===== src/rtl/mem_port_arbiter.sv =====
// mem_port_arbiter
//   Shares one memory port between instruction fetch (read-only) and
//   load/store (read/write). One transaction in flight at a time, round-robin
//   on ties, and a watchdog that aborts a transaction the memory never finishes.
//
// Ports
//   clk_i, rst_i                  clock, synchronous active-high reset
//   if_req_i/if_addr_i            fetch request + address (held until if_gnt_o)
//   if_gnt_o/if_rvalid_o          fetch accept pulse / response pulse
//   ls_req_i/ls_we_i/ls_addr_i/
//   ls_wdata_i/ls_wmask_i         load/store request + payload (held until ls_gnt_o)
//   ls_gnt_o/ls_rvalid_o          load/store accept pulse / response-or-ack pulse
//   rdata_o                       response data, qualified by *_rvalid_o
//   err_o                         pulses with the owner's rvalid on watchdog abort
//   busy_o                        a transaction is being issued or awaited
//   mem_req_o/mem_we_o/mem_addr_o/
//   mem_wdata_o/mem_wmask_o       memory request, payload muxed from the owner
//   mem_gnt_i                     memory accepted the request
//   mem_rvalid_i/mem_rdata_i      memory response
module mem_port_arbiter #(
  parameter int ADDR_W  = 32,
  parameter int DATA_W  = 32,
  parameter int TIMEOUT = 255
) (
  input  logic                clk_i,
  input  logic                rst_i,
  input  logic                if_req_i,
  input  logic [ADDR_W-1:0]   if_addr_i,
  output logic                if_gnt_o,
  output logic                if_rvalid_o,
  input  logic                ls_req_i,
  input  logic                ls_we_i,
  input  logic [ADDR_W-1:0]   ls_addr_i,
  input  logic [DATA_W-1:0]   ls_wdata_i,
  input  logic [DATA_W/8-1:0] ls_wmask_i,
  output logic                ls_gnt_o,
  output logic                ls_rvalid_o,
  output logic [DATA_W-1:0]   rdata_o,
  output logic                err_o,
  output logic                busy_o,
  output logic                mem_req_o,
  output logic                mem_we_o,
  output logic [ADDR_W-1:0]   mem_addr_o,
  output logic [DATA_W-1:0]   mem_wdata_o,
  output logic [DATA_W/8-1:0] mem_wmask_o,
  input  logic                mem_gnt_i,
  input  logic                mem_rvalid_i,
  input  logic [DATA_W-1:0]   mem_rdata_i
);

  typedef enum logic [1:0] {S_IDLE, S_REQ, S_WAIT} state_e;

  // Counter only has to reach TIMEOUT (one past the abort point).
  localparam int WD_W = (TIMEOUT < 1) ? 1 : $clog2(TIMEOUT + 1);
  localparam logic [WD_W-1:0] WD_LIM = WD_W'((TIMEOUT > 0) ? TIMEOUT - 1 : 0);

  state_e            state_q, state_d;
  logic              owner_q, owner_d;   // 1 = load/store, 0 = fetch
  logic              last_q,  last_d;    // last granted, same encoding
  logic [WD_W-1:0]   wd_cnt_q, wd_cnt_d;

  logic own_req, wd_hit, gnt, rv;

  assign own_req = owner_q ? ls_req_i : if_req_i;
  // >= rather than == so a grant landing exactly on the limit cycle still
  // gets aborted on the following WAIT cycle instead of slipping past.
  assign wd_hit  = (TIMEOUT != 0) && (wd_cnt_q >= WD_LIM);

  always_ff @(posedge clk_i) begin
    if (rst_i) begin
      state_q  <= S_IDLE;
      owner_q  <= 1'b0;
      last_q   <= 1'b0;
      wd_cnt_q <= '0;
    end else begin
      state_q  <= state_d;
      owner_q  <= owner_d;
      last_q   <= last_d;
      wd_cnt_q <= wd_cnt_d;
    end
  end

  always_comb begin
    state_d     = state_q;
    owner_d     = owner_q;
    last_d      = last_q;
    wd_cnt_d    = wd_cnt_q;
    gnt         = 1'b0;
    rv          = 1'b0;
    err_o       = 1'b0;
    rdata_o     = '0;
    mem_req_o   = 1'b0;
    mem_we_o    = 1'b0;
    mem_addr_o  = '0;
    mem_wdata_o = '0;
    mem_wmask_o = '0;
    busy_o      = (state_q != S_IDLE);

    unique case (state_q)
      S_IDLE: begin
        if (if_req_i || ls_req_i) begin
          state_d  = S_REQ;
          wd_cnt_d = '0;
          // On a tie, favour whoever was not granted last.
          owner_d  = (if_req_i && ls_req_i) ? ~last_q : ls_req_i;
        end
      end
      S_REQ: begin
        mem_req_o   = 1'b1;
        mem_we_o    = owner_q & ls_we_i;
        mem_addr_o  = owner_q ? ls_addr_i : if_addr_i;
        mem_wdata_o = owner_q ? ls_wdata_i : '0;
        mem_wmask_o = owner_q ? ls_wmask_i : '0;
        wd_cnt_d    = wd_cnt_q + WD_W'(1);
        if (!own_req) begin
          state_d = S_IDLE;             // withdrawn before acceptance: silent
        end else if (mem_gnt_i) begin
          gnt     = 1'b1;               // mem_rvalid_i is ignored here
          last_d  = owner_q;
          state_d = S_WAIT;
        end else if (wd_hit) begin
          rv      = 1'b1;
          err_o   = 1'b1;
          state_d = S_IDLE;
        end
      end
      S_WAIT: begin
        wd_cnt_d = wd_cnt_q + WD_W'(1);
        rdata_o  = mem_rdata_i;
        if (mem_rvalid_i) begin
          rv      = 1'b1;
          state_d = S_IDLE;
        end else if (wd_hit) begin
          rv      = 1'b1;
          err_o   = 1'b1;
          rdata_o = '0;
          state_d = S_IDLE;
        end
      end
      default: state_d = S_IDLE;
    endcase

    if_gnt_o    = gnt & ~owner_q;
    ls_gnt_o    = gnt &  owner_q;
    if_rvalid_o = rv  & ~owner_q;
    ls_rvalid_o = rv  &  owner_q;

    // Reset aborts silently, including the cycle it is asserted in.
    if (rst_i) begin
      if_gnt_o    = 1'b0;
      ls_gnt_o    = 1'b0;
      if_rvalid_o = 1'b0;
      ls_rvalid_o = 1'b0;
      err_o       = 1'b0;
      rdata_o     = '0;
      busy_o      = 1'b0;
      mem_req_o   = 1'b0;
      mem_we_o    = 1'b0;
      mem_addr_o  = '0;
      mem_wdata_o = '0;
      mem_wmask_o = '0;
    end
  end

endmodule

===== config.mk =====
export PLATFORM = sky130hd
export DESIGN_NAME = mem_port_arbiter
export DESIGN_NICKNAME = d
export VERILOG_FILES = /design/src/rtl/mem_port_arbiter.sv
export SDC_FILE = /design/constraint.sdc
export NUM_CORES = 1
export LEC_CHECK = 0
export CAP_MARGIN = 20
export CORE_AREA = 2 2 96 98
export CTS_CLUSTER_SIZE = 30
export DETAILED_ROUTE_END_ITERATION = 10
export DIE_AREA = 0 0 98 100
export GPL_TIMING_DRIVEN = 0
export HOLD_SLACK_MARGIN = 0.06
export PLACE_DENSITY = 0.76
export SETUP_SLACK_MARGIN = 0.15
export SYNTH_ARGS = -nofsm -noshare
export SYNTH_HDL_FRONTEND = slang
export SYNTH_SLANG_ARGS = --single-unit

===== constraint.sdc =====
create_clock -name clk_i -period 2.2 [get_ports clk_i]
set_input_delay 0.44 -clock clk_i [delete_from_list [all_inputs] [get_ports clk_i]]
set_output_delay 0.44 -clock clk_i [all_outputs]
set_load 0.02 [all_outputs]

Word level (Yosys, flattened, before mapping) --
Index checks and enable logic that the tools add are counted.
Word-level totals: register bits after elaboration 12, input bits 139, output and inout port bits 108, logic and storage cells 68
Cells by class: add/sub/neg operators 1, magnitude comparators 1, equality and inequality tests 3, muxes and demuxes 43, bitwise operators 7, reductions and logical operators 9
Operators with widths (number):
- 32-bit 2-to-1 mux | 10
- 1-bit 2-to-1 mux | 20
- 8-bit one-hot mux with 2 select lines | 1
- 4-bit 2-to-1 mux | 3
- 2-bit 2-to-1 mux | 5
- 8-bit by 1-bit adder with 8-bit output, second input constant | 1
- 8-bit greater-or-equal comparator, second input constant | 1
- 8-bit 2-to-1 mux | 1
- 2-bit one-hot mux with 3 select lines | 1
- 1-bit AND | 5
- 1-bit one-hot mux with 2 select lines | 2
- 2-bit AND reduction | 2
- 2-bit nonzero test | 2
- 3-bit AND reduction | 1
- 2-bit by 1-bit == test with 1-bit output, second input constant | 1
- 2-bit == test, second input constant | 1
- 2-bit zero test | 1
- 2-bit inequality test, second input constant | 1
- 1-bit inverter | 2
- 2-bit OR reduction | 1
- 1-bit logical AND | 1
- 1-bit logical OR | 1

Depth between registers and ports, before layout --
Gate-level depths: netlist of run 1.
depth after elaboration 7, mapped depth 7

Least setup slack after synthesis of run 1 --
No wires, ideal clock.
kind register to output, from register state_q[1], to output ls_rvalid_o, arrival time 1.501 ns, required time 1.760 ns, path slack 0.259 ns, cell stages (with the launch flop) 7, cell sequence dfxtp_1 -> inv_1 -> ha_1 -> inv_1 -> nor3_1 -> a22oi_1 -> nor3b_1
On the way: longest elaborated chain between the ends 4, elaborated cells on any way between the ends 5, classes of those cells eq/ne (2); mux (2); bitwise (1)
Ends and longest elaborated chain:
- from (decl) | RTL line 57 | state_e state_q, state_d;
- from (signal assigned) | RTL line 76 | state_q <= state_d;
- 2-bit == test or 2-bit by 1-bit == test with 1-bit output (tied branches) | RTL line 99 | unique case (state_q)
- 1-bit one-hot mux with 2 select lines (*) | RTL line 99
- 1-bit AND (*) | RTL line 146 | ls_rvalid_o = rv & owner_q;
- 1-bit 2-to-1 mux (*) | RTL line 149 | if (rst_i) begin
- to (decl) | RTL line 37 | output logic ls_rvalid_o,
Mark *: on every way between the ends. The rest lies on a longest branch, timed or not.

Worst setup path in the final report of run 1 --
from register wd_cnt_q[1], to output rdata_o[19]
On the way: longest elaborated chain between the ends 5
Ends and longest elaborated chain:
- from (decl) | RTL line 60 | logic [WD_W-1:0] wd_cnt_q, wd_cnt_d;
- from (signal assigned) | RTL line 79 | wd_cnt_q <= wd_cnt_d;
- 8-bit greater-or-equal comparator | RTL line 67 | assign wd_hit = (TIMEOUT != 0) && (wd_cnt_q >= WD_LIM);
- 32-bit 2-to-1 mux | RTL line 133 | end else if (wd_hit) begin
- 32-bit 2-to-1 mux | RTL line 130 | if (mem_rvalid_i) begin
- 32-bit 2-to-1 mux | RTL line 99
- 32-bit 2-to-1 mux | RTL line 149
- to (decl) | RTL line 38 | output logic [DATA_W-1:0] rdata_o,
No other way between the ends.

==> results of run 1 <==
[through the flow]
stage	TNS (ns)	cells	hold slack (ns)	setup WS, ns	power (µW)
2_1_floorplan	0	247	0.464	0.259	520
3_3_place_gp	-63.83	604	0.476	-0.950	917
3_5_place_dp	-66.18	604	0.498	-0.991	924
4_1_cts	-0.0000446	618	0.511	-0.0000446	1200
5_1_grt	0	628	0.526	0.0250	1280
6_report	0	628	0.505	0.0563	1220
[power by group through the flow]
stage	combinational [µW]	clock (µW)	sequential, µW
finish	731	257	234
CTS	711	253	233
floorplan	285	0	235
global route	785	262	235
detailed placement	687	0	237
global placement	681	0	236
[cells in the mapped netlist, types with 2 or more instances]
master and instances:
clkbuf_1 12, ha_1 6, o21ai_0 4, nand3_1 2, nor3_1 6, nand3b_1 2
nor3b_1 3, xnor2_1 5, inv_1 8, nor4b_2 3, and3_1 38, and2_1 2
nor2_1 44, dfxtp_1 12, a21oi_1 3, buf_6 4, nand2_1 6, and2_4 30
mux2i_1 34, buf_2 5
[state kept, by name, indices dropped and copies added, names as in the netlist]
signal and cells:
wd_cnt_q 8, state_q 2, last_q 1, owner_q 1
[final cells by class]
| class | count | area, µm² | area share |
|---|---|---|---|
| Timing Repair Buffer | 267 | 2420 | 0.516 |
| Sequential cell | 12 | 253 | 0.0538 |
| Multi-Input combinational cell | 205 | 1620 | 0.345 |
| Clock buffer | 4 | 55.1 | 0.0117 |
| Buffer | 21 | 179 | 0.0381 |
| Inverter | 8 | 30.0 | 0.00639 |
| Tap cell | 111 | 139 | 0.0295 |
[critical path, cell delays in order, from the launching register on]
cell and delay [ns]:
dfxtp_4 0.40, ha_4 0.16, o211ai_4 0.09, o311a_4 0.39
buf_6 0.15, and2_4 0.14, buf_6 0.12
[path summary, 6_finish.rpt]
| check | to | slack, ns | cells past startpoint |
|---|---|---|---|
| worst max-delay path | rdata_o[19] | 0.06 | 6 |
| worst min-delay path | last_q | 0.51 | 2 |
| worst max register to register | wd_cnt_q[4] | 0.35 | 7 |
| worst min register to register | last_q | 0.51 | 2 |
[cell families (layout without fill, tap and decap cells)]
family	count (synthesis)	in the layout	share of synthesized area
AO/OA/AOI/OAI	16	16	0.0682
XOR/XNOR	5	5	0.0234
adder cells (fa/ha/maj)	6	6	0.0401
buffers and inverters	30	300	0.0796
flip-flops	12	12	0.128
multiplexers	35	35	0.188
AND/OR/NAND/NOR	143	143	0.472
[metal layers]
layer  track usage  up-vias  part of all wire
li1              -     1386                 -
met1         0.212     1288              0.38
met2         0.384      169              0.52
met3        0.0390       10             0.083
met4        0.0374        0             0.013
met5             0        -                 0
[layout by cell type (no fill, tap or decap), types with 3 or more instances in the layout]
cell	n
clkdlybuf4s15_1	3
nor3b_2	3
xnor2_1	5
o21ai_0	3
clkdlybuf4s15_2	10
buf_2	42
ha_1	3
and2_4	30
buf_6	43
nand2_1	4
clkbuf_2	11
nor4b_2	3
buf_4	34
inv_2	4
mux2i_1	33
dfxtp_2	7
dlygate4sd2_1	5
inv_1	4
and3_1	37
clkdlybuf4s50_1	133
nor2_1	41
clkbuf_8	5
dfxtp_1	4
[what timing repair did]
action / in CTS / in global routing
hold buffers: 0 / 0
resized for setup: 489 / 91
setup endpoints to repair: 108 / 102
pin swaps: 9 / 40
gates cloned: 0 / 3
buffers inserted: 10 / 8
==> reports/qor.yml, run 1 <==
worst_setup_path:
  startpoint: "wd_cnt_q[1]"
  crit_type: "flop to primary output"
  cp-start-kind: "flop"
  crit_fanout: 8
  worstPathArrival_ns: 1.70
  critPathRequiredTime_ns: 1.76
  cp-end-kind: "primary output"
  rr_startpoint: "state_q[1]"
clock_tree:
  worstSkewPairLatency_ns: 0.25
  clockBufferDepth: 2
  clock-root-buffer: "clkbuf_8"
  clk_pin_slew_ns: 0.06
  htree_levels: 1
  tritoncts: "yes"
  cts.sinks: 12
  cts_made_buffers: 3
power_and_ir_drop:
  pwr-share-clk: 0.210
  power.density_nw_per_um2: 260
  intPower_uw: 804
  switching_share: 0.342
  power.leakage_uw: 0.00223
  switchingPower_uw: 418
  seqPwrFrac: 0.192
  comb_power_share: 0.598
  vdd_drop_max_mv: 0.193
placement:
  placed_area_um2: 4470
  gp_congestion: 0.887
  hpwl_um: 8110
  portBuffers: 246
global_route:
  grt_pass1_wl_um: 15400
  overflow: 0
  grt_use_total: 0.193
  antenna_found_initial: 0
  grt_max_degree: 11
  grt_pass1_vias: 2967
logic_synthesis:
  yosys_warnings: 0
  async_flop_share: 0
  synth_area_leader_cell: "mux2i_1"
  synth_top_area_frac: 0.182
  synth_edf_count: 0
  synthFlopType: "dfxtp_1"
  syn_nets: 392
  synth_area_per_cell_um2: 7.57
  synth_area_um2: 1870
  synth-seq-cells: 12
  seq_area_frac_synth: 0.128
  netlist_instances: 247
  synth_cell_types: 38
  synth_area_leaders: "mux2i_1, and2_4, dfxtp_1"
detailed_routing:
  drc: 0
  viasPerCell: 4.54
  drtIter0Drc: 64
  drt_wl_total_um: 10200
  drt_first_pass_iters: 4
  ant_nets: 0
  num_vias: 2853
  wl_per_cell_um: 16.2
die:
  die-area_um2: 9800
  io_pins: 247
  num_rows: 35
  core_area_um2: 8890
  die_y_um: 100
  fp.dieW_um: 98
  initial_core_util: 0.210
finish:
  num_antenna_cells: 0
  fill_cells: 842
  area_growth_pct: 151
  drive_above_1_share: 0.422
  fin_util: 0.529
  fin_nets: 663
  final_area_um2: 4700
sta:
  fin_crit_sh: 0.974
  worstMarginPinSlew_ns: 0.554
  finalSetupViolCount: 0
  min_period_ns: 2.14
  rsz0062_at_grt: "true"
  hold_violations: 0
  finalMaxSlewViolations: 0
  fmaxAchievable_mhz: 466
  slew_headroom: 0.628
  fin_skew_ns: 0.000896
min_path:
  hp-start: "last_q"
  hold_class: "flop to flop"
run:
  cap_viol_max_count: 0
outcome:
  status: "finished clean"
Note: power is estimated with default switching activity, not from simulation.
==> run 2, diff against run 1 <==
MAX_ROUTING_LAYER = met4   (was default)
SLEW_MARGIN = 20   (was default)
==> run 2 against run 1 <==
  * Maximum frequency is 0.42% higher
  * Register-to-register slack hardly changed
  * Die area is the same
  * Power fell by 0.50%
  * Sequential share of layout area barely moved
  * Final cell count unchanged
  * Hold slack gained 0.0022 ns
  * Combinational power hardly changed
  * Largest cell class unchanged
  * Largest power group unchanged
==> reports/qor.yml, run 2 (synthesis results as in run 1) <==
clock_tree:
  cts_made_buffers: 3  # unchanged
  worstSkewPairLatency_ns: 0.25  # about the same
  postCtsHoldBufs: 0  # unchanged
  clock-root-buffer: "clkbuf_8"
  htree_levels: 1  # unchanged
  clockBufferDepth: 2  # unchanged
  clk_pin_slew_ns: 0.06  # about the same
  cts.sinks: 12  # unchanged
  tritoncts: "yes"
finish:
  fin_nets: 663  # unchanged
  fill_cells: 845  # +0.36%
  fin_util: 0.528  # -0.000563
  area_growth_pct: 151
  layout_common_cells: "clkdlybuf4s50_1, buf_6, buf_2"
  largest_register_ffs: 8  # unchanged
  drive_above_1_share: 0.424  # +0.00193
  reg_top3: "wd_cnt_q x8, state_q x2"
  final_common_cell: "clkdlybuf4s50_1"
  final_area_um2: 4700  # -0.11%
  num_antenna_cells: 0  # unchanged
  regMostFlops: "wd_cnt_q"
worst_setup_path:
  crit_type: "flop to primary output"
  cp-start-kind: "flop"
  critPathRequiredTime_ns: 1.76  # about the same
  crit_fanout: 8  # unchanged
  startpoint: "wd_cnt_q[1]"
  worstPathArrival_ns: 1.69  # about the same
  cp-end-kind: "primary output"
  rr_startpoint: "state_q[1]"
sta:
  finalMaxSlewViolations: 0  # unchanged
  fin_skew_ns: 0.00497  # +0.00407 ns
  fin_crit_sh: 0.970  # -0.00406
  slew_headroom: 0.630  # +0.00190
  min_period_ns: 2.13  # -0.00892 ns
  finalSetupViolCount: 0  # unchanged
  worstMarginPinSlew_ns: 0.551  # -0.00283 ns
  rsz0062_at_grt: "true"
  hold_violations: 0  # unchanged
  fmaxAchievable_mhz: 468  # +0.42%
  totalNegativeSetupSlack_ns: 0  # unchanged
placement:
  gp_congestion: 0.902  # +1.7%
  placed_area_um2: 4470  # unchanged
  hpwl_um: 8110  # unchanged
  portBuffers: 246  # unchanged
die:
  die_y_um: 100  # unchanged
  initial_core_util: 0.210  # unchanged
  core_area_um2: 8890  # unchanged
  die-area_um2: 9800  # unchanged
  io_pins: 247  # unchanged
  num_rows: 35  # unchanged
  fp.dieW_um: 98  # unchanged
global_route:
  grt_pass1_wl_um: 15400  # +0.18%
  grt_max_degree: 11  # unchanged
  overflow: 0  # unchanged
  antenna_found_initial: 0  # unchanged
  grt_pass1_vias: 2963  # -0.13%
  grt_use_total: 0.199  # +0.00583
detailed_routing:
  wl_per_cell_um: 16.2  # about the same
  drtIter0Drc: 68  # +6.3%
  drc: 0  # unchanged
  highest_layer: "met4"
  routed-wl-met2_um: 5350  # +0.45%
  ant_nets: 0  # unchanged
  drt_first_pass_iters: 4  # unchanged
  num_vias: 2840  # -0.46%
  dr_wl_met3_um: 723  # -15%
  drt_wl_total_um: 10200  # about the same
  viasPerCell: 4.52  # -0.46%
  wl_met1_um: 3970  # +2.5%
outcome:
  status: "finished clean"
power_and_ir_drop:
  power.density_nw_per_um2: 259  # -0.39%
  power_uw: 1220  # -0.50%
  vdd_drop_max_mv: 0.193  # +0.47%
  power.leakage_uw: 0.00223  # about the same
min_path:
  hp-start: "last_q"
  hold_class: "flop to flop"
run:
  cap_viol_max_count: 0  # unchanged
==> run 2: cell types whose count changed in the layout (fill, tap and decap cells not counted) <==
cell             previous run  this run
clkbuf_2                   11        12
clkdlybuf4s15_1             3         2
==> run 2: worst paths after layout <==
path                            slack (ns)     endpoint  cells past startpoint
worst max-delay path                  0.07  rdata_o[17]                      6
worst min-delay path                  0.51       last_q                      2
worst max register to register        0.36  wd_cnt_q[6]                      7
worst min register to register        0.51       last_q                      2
==> run 2: critical path, cell delays in order, from the launching register on <==
cell and delay, ns:
dfxtp_4 0.40, ha_4 0.16, o211ai_4 0.09, o311a_4 0.39, buf_6 0.15, and2_4 0.14, buf_6 0.12
==> run 2: area by class of cell <==
class	instances	area, µm²	share of cell area
Timing Repair Buffer	267	2420	0.515
Multi-Input combinational cell	205	1620	0.345
Sequential cell	12	253	0.0538
Buffer	21	179	0.0381
Tap cell	111	139	0.0296
Clock buffer	4	55.1	0.0117
Inverter	8	30.0	0.00639
==> run 2: per-stage QoR <==
step	instances	worst slack, ns	hold slack (ns)
floorplan	247	0.259	0.464
global placement	604	-0.950	0.476
detailed placement	604	-0.991	0.498
CTS	618	-0.0000446	0.511
global route	628	0.0250	0.526
finish	628	0.0652	0.507
==> run 2: per-layer routing <==
metal	vias up	global-route usage
met1	1284	0.220
met2	161	0.384
met3	9	0.0265
met4	0	0.0374
li1	1386	-
met5	-	-
==> run 2: power breakdown <==
group | switching (µW) | internal (µW)
clock network | 92.2 | 159
logic | 312 | 419
registers | 8.45 | 226
==> run 2: what timing repair did <==
action	CTS	global route
pin swaps	9	40
cloned	0	3
endpoints found under the setup margin	108	102
gates resized for setup	489	92
buffers inserted	10	8
